## src/rtl/pipe_stage_reg.sv

```systemverilog
//-----------------------------------------------------------------------------
// pipe_stage_reg
//
// Generic pipeline stage register carrying an opaque DATA_W-bit payload
// between two core stages. It uses a valid/ready handshake, stall
// back-pressure and flush (bubble insertion). A payload taken in at edge N
// is presented downstream right after edge N.
//
// Parameters
//   DATA_W  payload width in bits (>= 1)
//   SKID    1: two-entry skid buffer, in_ready is a register output
//           0: single entry, in_ready = !valid | out_ready (combinational)
//
// Ports
//   clk              stage clock, rising edge
//   rst              asynchronous reset, active low
//   in_valid/in_ready/in_data     upstream handshake and payload
//   flush            kill every held and incoming payload
//   out_valid/out_ready/out_data  downstream handshake and payload
//   perf_stall_cnt   cycles with out_valid & !out_ready, saturating
//   perf_bubble_cnt  cycles with !out_valid, saturating
//
// Optional feature macro: PIPE_STAGE_PERF_EN adds the two perf counter
// ports. Without it they are absent and the handshake is unchanged.
//-----------------------------------------------------------------------------
module pipe_stage_reg #(
   parameter int unsigned DATA_W = 64,
   parameter bit          SKID   = 1'b1
) (
   input  logic              clk,
   input  logic              rst,
   input  logic              in_valid,
   output logic              in_ready,
   input  logic [DATA_W-1:0] in_data,
   input  logic              flush,
   output logic              out_valid,
   input  logic              out_ready,
   output logic [DATA_W-1:0] out_data
`ifdef PIPE_STAGE_PERF_EN
   ,
   output logic [31:0]       perf_stall_cnt,
   output logic [31:0]       perf_bubble_cnt
`endif
);

   // Occupancy of the stage. The main entry M is valid in ONE and FULL.
   // The skid entry S is valid only in FULL. FULL is reachable only when
   // SKID=1.
   typedef enum logic [1:0] {
      ST_EMPTY = 2'd0,
      ST_ONE   = 2'd1,
      ST_FULL  = 2'd2
   } state_e;

   state_e            state_q, state_d;
   logic [DATA_W-1:0] m_data_q, m_data_d;
   logic [DATA_W-1:0] s_data_q, s_data_d;

   logic in_fire;
   logic out_fire;

   assign out_valid = (state_q != ST_EMPTY);
   assign out_data  = m_data_q;

   // With the skid entry, in_ready comes only from the state register, so
   // out_ready has no combinational path to it. Without the skid entry,
   // the stage must accept in the same cycle the downstream drains it.
   assign in_ready = SKID ? (state_q != ST_FULL)
                          : ((state_q == ST_EMPTY) | out_ready);

   assign in_fire  = in_valid & in_ready;
   assign out_fire = out_valid & out_ready;

   // NOTE: every signal written here gets a default first. Any path that
   // leaves one unassigned would infer a latch.
   always_comb begin
      state_d  = state_q;
      m_data_d = m_data_q;
      s_data_d = s_data_q;

      if (flush) begin
         // A payload taken in on this cycle counts as consumed upstream and
         // is dropped. An out fire on this cycle has already happened
         // downstream.
         state_d  = ST_EMPTY;
         m_data_d = '0;
         s_data_d = '0;
      end else begin
         unique case (state_q)
            ST_EMPTY: begin
               if (in_fire) begin
                  m_data_d = in_data;
                  state_d  = ST_ONE;
               end
            end
            ST_ONE: begin
               if (in_fire && out_fire) begin
                  m_data_d = in_data;
               end else if (in_fire) begin
                  // Only SKID=1 gets here. With SKID=0, in_ready in ONE
                  // equals out_ready, so an in fire implies an out fire.
                  s_data_d = in_data;
                  state_d  = ST_FULL;
               end else if (out_fire) begin
                  // Invalid entries read as zero downstream.
                  m_data_d = '0;
                  state_d  = ST_EMPTY;
               end
            end
            ST_FULL: begin
               if (out_fire) begin
                  m_data_d = s_data_q;
                  s_data_d = '0;
                  state_d  = ST_ONE;
               end
            end
            default: begin
               state_d  = ST_EMPTY;
               m_data_d = '0;
               s_data_d = '0;
            end
         endcase
      end
   end

   // NOTE: the data registers are reset along with the state, not just the
   // valid bits. out_data must read 0 right after reset, with no X.
   always_ff @(posedge clk or negedge rst) begin
      if (!rst) begin
         state_q  <= ST_EMPTY;
         m_data_q <= '0;
         s_data_q <= '0;
      end else begin
         // NOTE: non-blocking assignments, so every register samples the
         // values from before the edge.
         state_q  <= state_d;
         m_data_q <= m_data_d;
         s_data_q <= s_data_d;
      end
   end

`ifdef PIPE_STAGE_PERF_EN
   logic [31:0] perf_stall_q;
   logic [31:0] perf_bubble_q;

   // Saturating event counters. Flush does not clear them.
   always_ff @(posedge clk or negedge rst) begin
      if (!rst) begin
         perf_stall_q  <= '0;
         perf_bubble_q <= '0;
      end else begin
         if (out_valid && !out_ready && (perf_stall_q != 32'hFFFF_FFFF)) begin
            perf_stall_q <= perf_stall_q + 32'd1;
         end
         if (!out_valid && (perf_bubble_q != 32'hFFFF_FFFF)) begin
            perf_bubble_q <= perf_bubble_q + 32'd1;
         end
      end
   end

   assign perf_stall_cnt  = perf_stall_q;
   assign perf_bubble_cnt = perf_bubble_q;
`endif

endmodule

```

## config.mk

```make
export PLATFORM = sky130hd
export DESIGN_NAME = pipe_stage_reg
export DESIGN_NICKNAME = d
export VERILOG_FILES = /design/src/rtl/pipe_stage_reg.sv
export SDC_FILE = /design/constraint.sdc
export NUM_CORES = 1
export LEC_CHECK = 0
export CAP_MARGIN = 10
export CELL_PAD_IN_SITES_DETAIL_PLACEMENT = 1
export CELL_PAD_IN_SITES_GLOBAL_PLACEMENT = 2
export CORE_UTILIZATION = 30
export CTS_CLUSTER_SIZE = 8
export DETAILED_ROUTE_END_ITERATION = 6
export PLACE_DENSITY_LB_ADDON = 0.1
export SYNTH_ARGS = -nofsm -noshare
export SYNTH_HDL_FRONTEND = slang
export SYNTH_SLANG_ARGS = --single-unit
export TNS_END_PERCENT = 100
```

## constraint.sdc

```tcl
create_clock -name clk -period 2.1 [get_ports clk]
set_input_delay 0.525 -clock clk [delete_from_list [all_inputs] [get_ports clk]]
set_output_delay 0.525 -clock clk [all_outputs]
set_load 0.005 [all_outputs]
```

# Yosys cells after proc, flatten, opt, wreduce, memory -nomap -nowiden
# Index checks and enable logic that the tools add are counted.
op_classes:
  n_addsub: 0
  n_mul: 0
  div_mod_pow: 0
  n_lt_le_gt_ge: 0
  n_eq_ne: 11
  n_shift: 0
  mux: 17
  bitwise_logic: 2
  n_reduce_logical: 6
op_table:
  columns: ["op", "n"]
  rows:
  - ["$mux W64", 8]
  - ["$pmux W64 S3", 2]
  - ["$mux W2", 6]
  - ["$ne A3 B3 Y1 const B", 4]
  - ["$ne A4 B4 Y1 const B", 3]
  - ["$reduce_and A4 Y1", 3]
  - ["$pmux W2 S3", 1]
  - ["$ne A2 B2 Y1 const B", 2]
  - ["$and A1 B1 Y1", 2]
  - ["$eq A2 B1 Y1 const B", 1]
  - ["$eq A2 B2 Y1 const B", 1]
  - ["$logic_not A2 Y1", 1]
  - ["$reduce_bool A2 Y1", 1]
  - ["$logic_and A1 B1 Y1", 1]
totals:
  register_bits: 130
  latch_bits: 0
  mem_bits_rw: 0
  romBits: 0
  input_bits: 69
  mem_count: 0

# Logic depth before layout (Yosys ltp)
# Gate-level depths: netlist of run 1.
depth:
  depth_word: 7
  depth_mapped: 7
  depth_no_buf: 4

# Worst setup path before layout of run 1
# OpenSTA, ideal clock, no wires.
synth_path:
  path_type: "reg2out"
  from: "reg state_q[1]"
  to: "out out_valid"
  arrival_ps: 1082
  required_time_ps: 1575
  setup_slack_ps: 493
  stages_incl_launch_ff: 5
  path_cell_list: "dfrtp_1 buf_4 buf_4 buf_2 or2_1"
synth_between:
  elab_chain_cells: 1
synth_rtl:
  columns: ["item", "line", "text"]
  rows:
  - ["start: declaration", "55", "state_e state_q, state_d;"]
  - ["start signal: assignment", "136", "state_q <= state_d;"]
  - ["$reduce_bool A2 Y1", "62", "assign out_valid = (state_q != ST_EMPTY);"]
  - ["end: declaration", "36", "output logic out_valid,"]
# No other way between the ends.

# Final worst setup path of run 1
# Same ends and word-level chain as after synthesis.

==> results of run 1 <==
## path summary, 6_finish.rpt
check	slack (ns)	cells after the start	startpoint	to
worst max-delay path	0.13	2	state_q[1]$_DFFE_PN0P_	out_valid
worst min register to register	0.50	1	out_data[41]$_DFFE_PN0P_	out_data[41]$_DFFE_PN0P_
min in group clk	0.50	1	out_data[41]$_DFFE_PN0P_	out_data[41]$_DFFE_PN0P_
worst min-delay path	0.05	1	rst	out_data[25]$_DFFE_PN0P_
worst max register to register	0.28	6	state_q[1]$_DFFE_PN0P_	s_data_q[31]$_DFFE_PN0P_
max in group asynchronous	1.42	2	rst	s_data_q[42]$_DFFE_PN0P_
## through the flow
stage / setup TNS (ns) / area (um^2) / std cells / setup slack, ns
2_1_floorplan: 0 / 6640 / 585 / 0.493
3_3_place_gp: -1.38 / 8380 / 976 / -0.0260
3_5_place_dp: -5.01 / 8380 / 976 / -0.0762
4_1_cts: 0 / 8980 / 1007 / 0.0923
5_1_grt: 0 / 8980 / 1007 / 0.0729
6_report: 0 / 8980 / 1008 / 0.128
## cell type report
class	instances	area, um^2
repair buffers	160	1710
clock buffers	18	439
multi-input cells	342	2820
fillers	2350	12800
inverters	64	240
diodes	1	2.50
well taps	280	350
clock inverters	13	161
flip-flops and latches	130	3260
## synthesized netlist by cell type (all sizes together)
master / number / share of area [%]
a21boi: 1 / 0.11
a21oi: 1 / 0.075
a22o: 65 / 8.6
a2bb2oi: 1 / 0.23
and2b: 1 / 0.11
buf: 43 / 4.9
clkbuf: 6 / 0.34
dfrtp: 130 / 49
inv: 64 / 3.6
mux2i: 129 / 19
nand2: 66 / 3.7
nand2b: 1 / 0.094
nor2: 8 / 0.85
nor2b: 2 / 0.19
o22a: 1 / 0.13
o2bb2ai: 64 / 8.4
or2: 1 / 0.094
or3b: 1 / 0.13
## power by group
| group | switching, mW | internal, mW | leakage (nW) |
|---|---|---|---|
| logic | 0.566 | 0.625 | 1.67 |
| clock network | 1.17 | 1.89 | 0.284 |
| registers | 0.106 | 2.68 | 1.76 |
## cells by family (layout without fill, tap and decap cells)
kind of cell | Yosys count | after routing | share of synthesized area (%)
compound gates | 133 | 133 | 17.6
buf+inv | 113 | 255 | 8.83
flops | 130 | 130 | 49.0
mux | 129 | 129 | 19.4
other cells | 0 | 1 | 0
simple gates | 80 | 80 | 5.20
## metal layers
metal  part of all wire [%]  vias to the layer above
li1                       -                     2341
met1                     45                     2528
met2                     50                       86
met3                    3.4                       21
met4                    1.3                        0
met5                      0                        -
## cells in the final DEF, fill, tap and decap left out, types with 2 or more instances in the layout
master	Yosys	routed
clkdlybuf4s50_1	0	131
mux2i_1	129	129
dfrtp_1	130	128
nand2_1	66	66
o2bb2ai_1	64	64
a22o_1	65	64
inv_1	64	64
clkbuf_16	0	17
buf_12	0	14
buf_4	11	12
nor2_1	5	5
clkinvlp_4	0	4
bufinv_16	0	3
clkinv_2	0	3
nor2_4	1	2
clkinv_4	0	2
dlygate4sd2_1	0	2
## state kept, by name, summed over array words and instances, names as in the netlist
register	count
out_data	64
s_data_q	64
state_q	2
## worst max-delay path, stage by stage, from the launching register on
cell	delay, ns
dfrtp_4	0.53
or2_1	0.22
dlygate4sd2_1	0.28
==> reports/results.tsv, run 1 <==
stage	metric	value	unit
run_status	status	completed	
grt	GR Util met2	30.8	%
synth	Seq cells post-synth	130	
cts	H-Tree Depth	4	
cts	Post-CTS Resized	2	
floorplan	full die area	22700	um^2
timing	Final Hold Vio Count	0	
drt	Iteration-0 DRC Markers	130	
job	maxcap violations	0	
drt	routed length per instance	18.8	um
cts	hold-fix buffers at CTS	0	
critical_path	CP arrival	1.45	ns
synth	Yosys Warn Count	0	
floorplan	# IOs	135	
grt	largest net degree at the start of global routing	50	
pwr	VDD IR-drop max	0.574	mV
finish	Util after Layout	41.3	%
drt	First-pass DRT Iterations	4	
synth	cells after synthesis	585	
grt	Total GRT Usage	17.9	%
floorplan	total core area	21800	um^2
floorplan	initial core utilization	30.5	%
grt	first-pass GRT wire length	31200	um
timing	clock skew	0.00744	ns
finish	layout cells sized above 1	9.08	%
synth	sequential area share after synthesis	49.0	%
timing	min Tclk post-route	1.97	ns
timing	hold slack	0.0547	ns
hold_path	worst hold path type	in2async	
cts	clk_lat worst skew	0.41	ns
floorplan	Rows	54	
cts	clk buf depth	2	
synth	synthesized area	6640	um^2
timing	top achievable clock speed	507	MHz
pwr	post-route total power	7.04	mW
cts	CTS tree	done	
grt	GR peak layer	met2	
finish	Nets	784	
cts	root buffer cell	clkbuf_16	
finish	Layout area overhead	35.2	%
cts	CTS buffer count	17	
grt	total gr overflow	0	
synth	syn_area_per_cell	11.4	um^2
pwr	P_leak	3.72	nW
placement	DP Wirelength	12800	um
drt	vias per cell	4.94	
cts	CTS Sinks	130	
synth	number of distinct library cells after synthesis	23	
timing	setup violators final	0	
timing	RSZ-0062 raised after global routing	no	
placement	GPL Wtd Cong	0.729	
critical_path	CP Max Fanout	8	
timing	relative slew slack	61.5	%
grt	initial antenna violation count	0	
critical_path	Critical Path RT	1.57	ns
timing	Final period util	93.9	%
placement	# port buffers	134	
timing	worst slew pin tran	0.577	ns
critical_path	Crit Path Class	reg2out	
floorplan	Vert. Die Dim	151	um
drt	Post-DRT Antenna Nets	0	
critical_path	CP startpoint kind	register	
synth	post-synth net total	654	
floorplan	die width	151	um
grt	number of global-route vias before repair	5657	
cts	Clk pin slew, worst setup/hold paths	0.06	ns
drt	Via Count	4976	
pwr	Power Density	784	nW/um^2
critical_path	crit end category	output port	
grt	met1 Track Usage GR	22.7	%
cts	Post-CTS Setup Bufs	0	
grt	GR Util met3	3.37	%
drt	# DRC	0	
timing	max-slew violations	0	
drt	Total Wirelength	19000	um
Power figures use the tool's default switching activity.
==> run 2: changes to the inputs <==
==> constraint.sdc (replaced) <==
create_clock -name clk -period 2.2 [get_ports clk]
set_input_delay 0.55 -clock clk [delete_from_list [all_inputs] [get_ports clk]]
set_output_delay 0.55 -clock clk [all_outputs]
set_load 0.01 [all_outputs]
==> reports/results.tsv, run 2 (synthesis gave the netlist of run 1 again) <==
stage	metric	value	unit	change
run_status	status	completed		
grt	GR Util met3	3.58	%	+0.21 points
grt	met1 Track Usage GR	23.1	%	+0.43 points
grt	GR peak layer	met2		
grt	GR Util met2	30.6	%	-0.18 points
cts	CTS buffer count	17		unchanged
pwr	Power Density	761	nW/um^2	-2.9%
job	maxcap violations	0		unchanged
timing	Setup WS post-layout	0.134	ns	+0.00620 ns
critical_path	Crit Path Class	reg2out		
floorplan	Vert. Die Dim	151	um	unchanged
critical_path	Critical Path RT	1.65	ns	+0.08 ns
placement	DP Wirelength	12600	um	-1.7%
drt	Via Count	5051		+1.5%
grt	Total GRT Usage	18.1	%	+0.18 points
cts	root buffer cell	clkbuf_16		
pwr	P_leak	3.73	nW	+0.19%
finish	Nets	783		-0.13%
drt	Iteration-0 DRC Markers	178		+37%
timing	setup violators final	0		unchanged
timing	min Tclk post-route	2.07	ns	
timing	relative slew slack	74.4	%	+13 points
critical_path	RR Startpoint	state_q[0]$_DFFE_PN0P_		
timing	top achievable clock speed	484	MHz	
critical_path	crit path to	out_valid		
critical_path	r2r endpoint	out_data[45]$_DFFE_PN0P_		
grt	initial antenna violation count	2		+2
cts	Clk pin slew, worst setup/hold paths	0.06	ns	about the same
finish	Util after Layout	41.2	%	-0.057 points
finish	Layout area overhead	35.0	%	
timing	worst slew pin tran	0.383	ns	-0.194 ns
drt	First-pass DRT Iterations	4		unchanged
cts	clk buf depth	2		unchanged
critical_path	CP arrival	1.52	ns	+0.07 ns
floorplan	total core area	21800	um^2	unchanged
floorplan	die width	151	um	unchanged
timing	max-slew violations	0		unchanged
finish	most common cell after layout, fill and taps aside	clkdlybuf4s50_1		
drt	Total Wirelength	19100	um	+0.36%
cts	CTS tree	done		
cts	CTS Sinks	130		unchanged
timing	Final period util	93.9	%	
floorplan	Rows	54		unchanged
hold_path	worst hold path type	reg2reg		
grt	first-pass GRT wire length	31300	um	+0.47%
drt	vias per cell	5.01		+1.5%
timing	clock skew	0.00932	ns	+0.00188 ns
grt	total gr overflow	0		unchanged
critical_path	worst r2r path cells	5		-1
finish	commonest non-fill, non-tap cells in the layout	clkdlybuf4s50_1 (131), mux2i_1 (129), dfrtp_1 (128)		
critical_path	CP startpoint kind	register		
floorplan	initial core utilization	30.5	%	unchanged
pwr	post-route total power	6.83	mW	-3.0%
placement	Setup WS pre-CTS	-0.0333	ns	+0.0429 ns
timing	Final Hold Vio Count	0		unchanged
floorplan	full die area	22700	um^2	unchanged
cts	clk_lat worst skew	0.42	ns	about the same
pwr	VDD IR-drop max	0.505	mV	-12%
finish	fillers	2343		-0.30%
timing	RSZ-0062 raised after global routing	no		
finish	layout cells sized above 1	8.94	%	-0.14 points
critical_path	critical path startpoint	state_q[1]$_DFFE_PN0P_		
drt	routed length per instance	18.9	um	+0.36%
cts	Post-CTS Setup Bufs	0		unchanged
critical_path	CP Max Fanout	12		+4
cts	H-Tree Depth	4		unchanged
floorplan	# IOs	135		unchanged
hold_path	hold path start	out_data[44]$_DFFE_PN0P_		
critical_path	R2R Setup Slk	0.40	ns	+0.12 ns
drt	# DRC	0		unchanged
placement	GPL Wtd Cong	0.715		-1.9%
grt	largest net degree at the start of global routing	62		+24%
drt	Post-DRT Antenna Nets	0		unchanged
critical_path	crit end category	output port		
grt	number of global-route vias before repair	5784		+2.2%
placement	# port buffers	134		unchanged
## run 2: changes by cell type in the layout (fill, tap and decap cells not counted)
cell           delta
buf_12            -2
clkinv_4          +4
inv_6             +2
clkinv_2          -1
clkinvlp_4        -4
dlygate4sd3_1     +1
## run 2: metal layers
metal  vias to the layer above  share of wire [%]  wire (um)
met4                         0                1.1        208
met2                        95                 49       9300
met1                      2601                 47       8930
met5                         -                  0          0
li1                       2339                  -          -
met3                        16                3.3        620
## run 2: repair_timing
item / CTS / global route
setup endpoints to repair: 2 / 0
hold buffers: 1 / 0
gates resized for setup: 2 / 0
endpoints found under the hold margin: 26 / 0
## run 2: report_power, final
group	internal [mW]	leakage, nW	switching [mW]	total, mW
clock	1.83	0.305	1.17	3.00
sequential	2.55	1.76	0.106	2.66
combinational	0.592	1.66	0.575	1.17
total	4.98	3.73	1.85	6.83
## run 2: worst max-delay path, stage by stage (launching register included)
cell           delay [ns]
dfrtp_4              0.56
or2_1                0.23
dlygate4sd2_1        0.31
## run 2: worst min-delay path by stage
| stage | cells after the start | to |
|---|---|---|
| after global routing | 1 | out_data[41]$_DFFE_PN0P_ |
| after CTS | 1 | out_data[44]$_DFFE_PN0P_ |
| after floorplan | 0 | out_data[0]$_DFFE_PN0P_ |
| final | 1 | out_data[44]$_DFFE_PN0P_ |
| after detailed placement | 1 | s_data_q[26]$_DFFE_PN0P_ |
| after global placement | 1 | s_data_q[24]$_DFFE_PN0P_ |
## run 2: layout make-up
| type | instances | area [um^2] | share of cell area [%] |
|---|---|---|---|
| timing repair buffer | 159 | 1680 | 18.7 |
| clock inverter | 14 | 179 | 2.00 |
| antenna | 1 | 2.50 | 0.0279 |
| tap | 280 | 350 | 3.91 |
| clock buffer | 18 | 439 | 4.90 |
| inverter | 64 | 240 | 2.68 |
| sequential | 130 | 3260 | 36.3 |
| multi-input combinational | 342 | 2820 | 31.4 |
## run 2: per-stage QoR
stage	TNS, ns	area (um^2)	cells	hold WS [ns]
4_1_cts	0	8960	1007	0.513
5_1_grt	0	8970	1008	0.522
2_1_floorplan	0	6640	585	0.254
6_report	0	8970	1008	0.505
3_3_place_gp	0	8340	974	0.448
3_5_place_dp	-0.411	8340	974	0.446
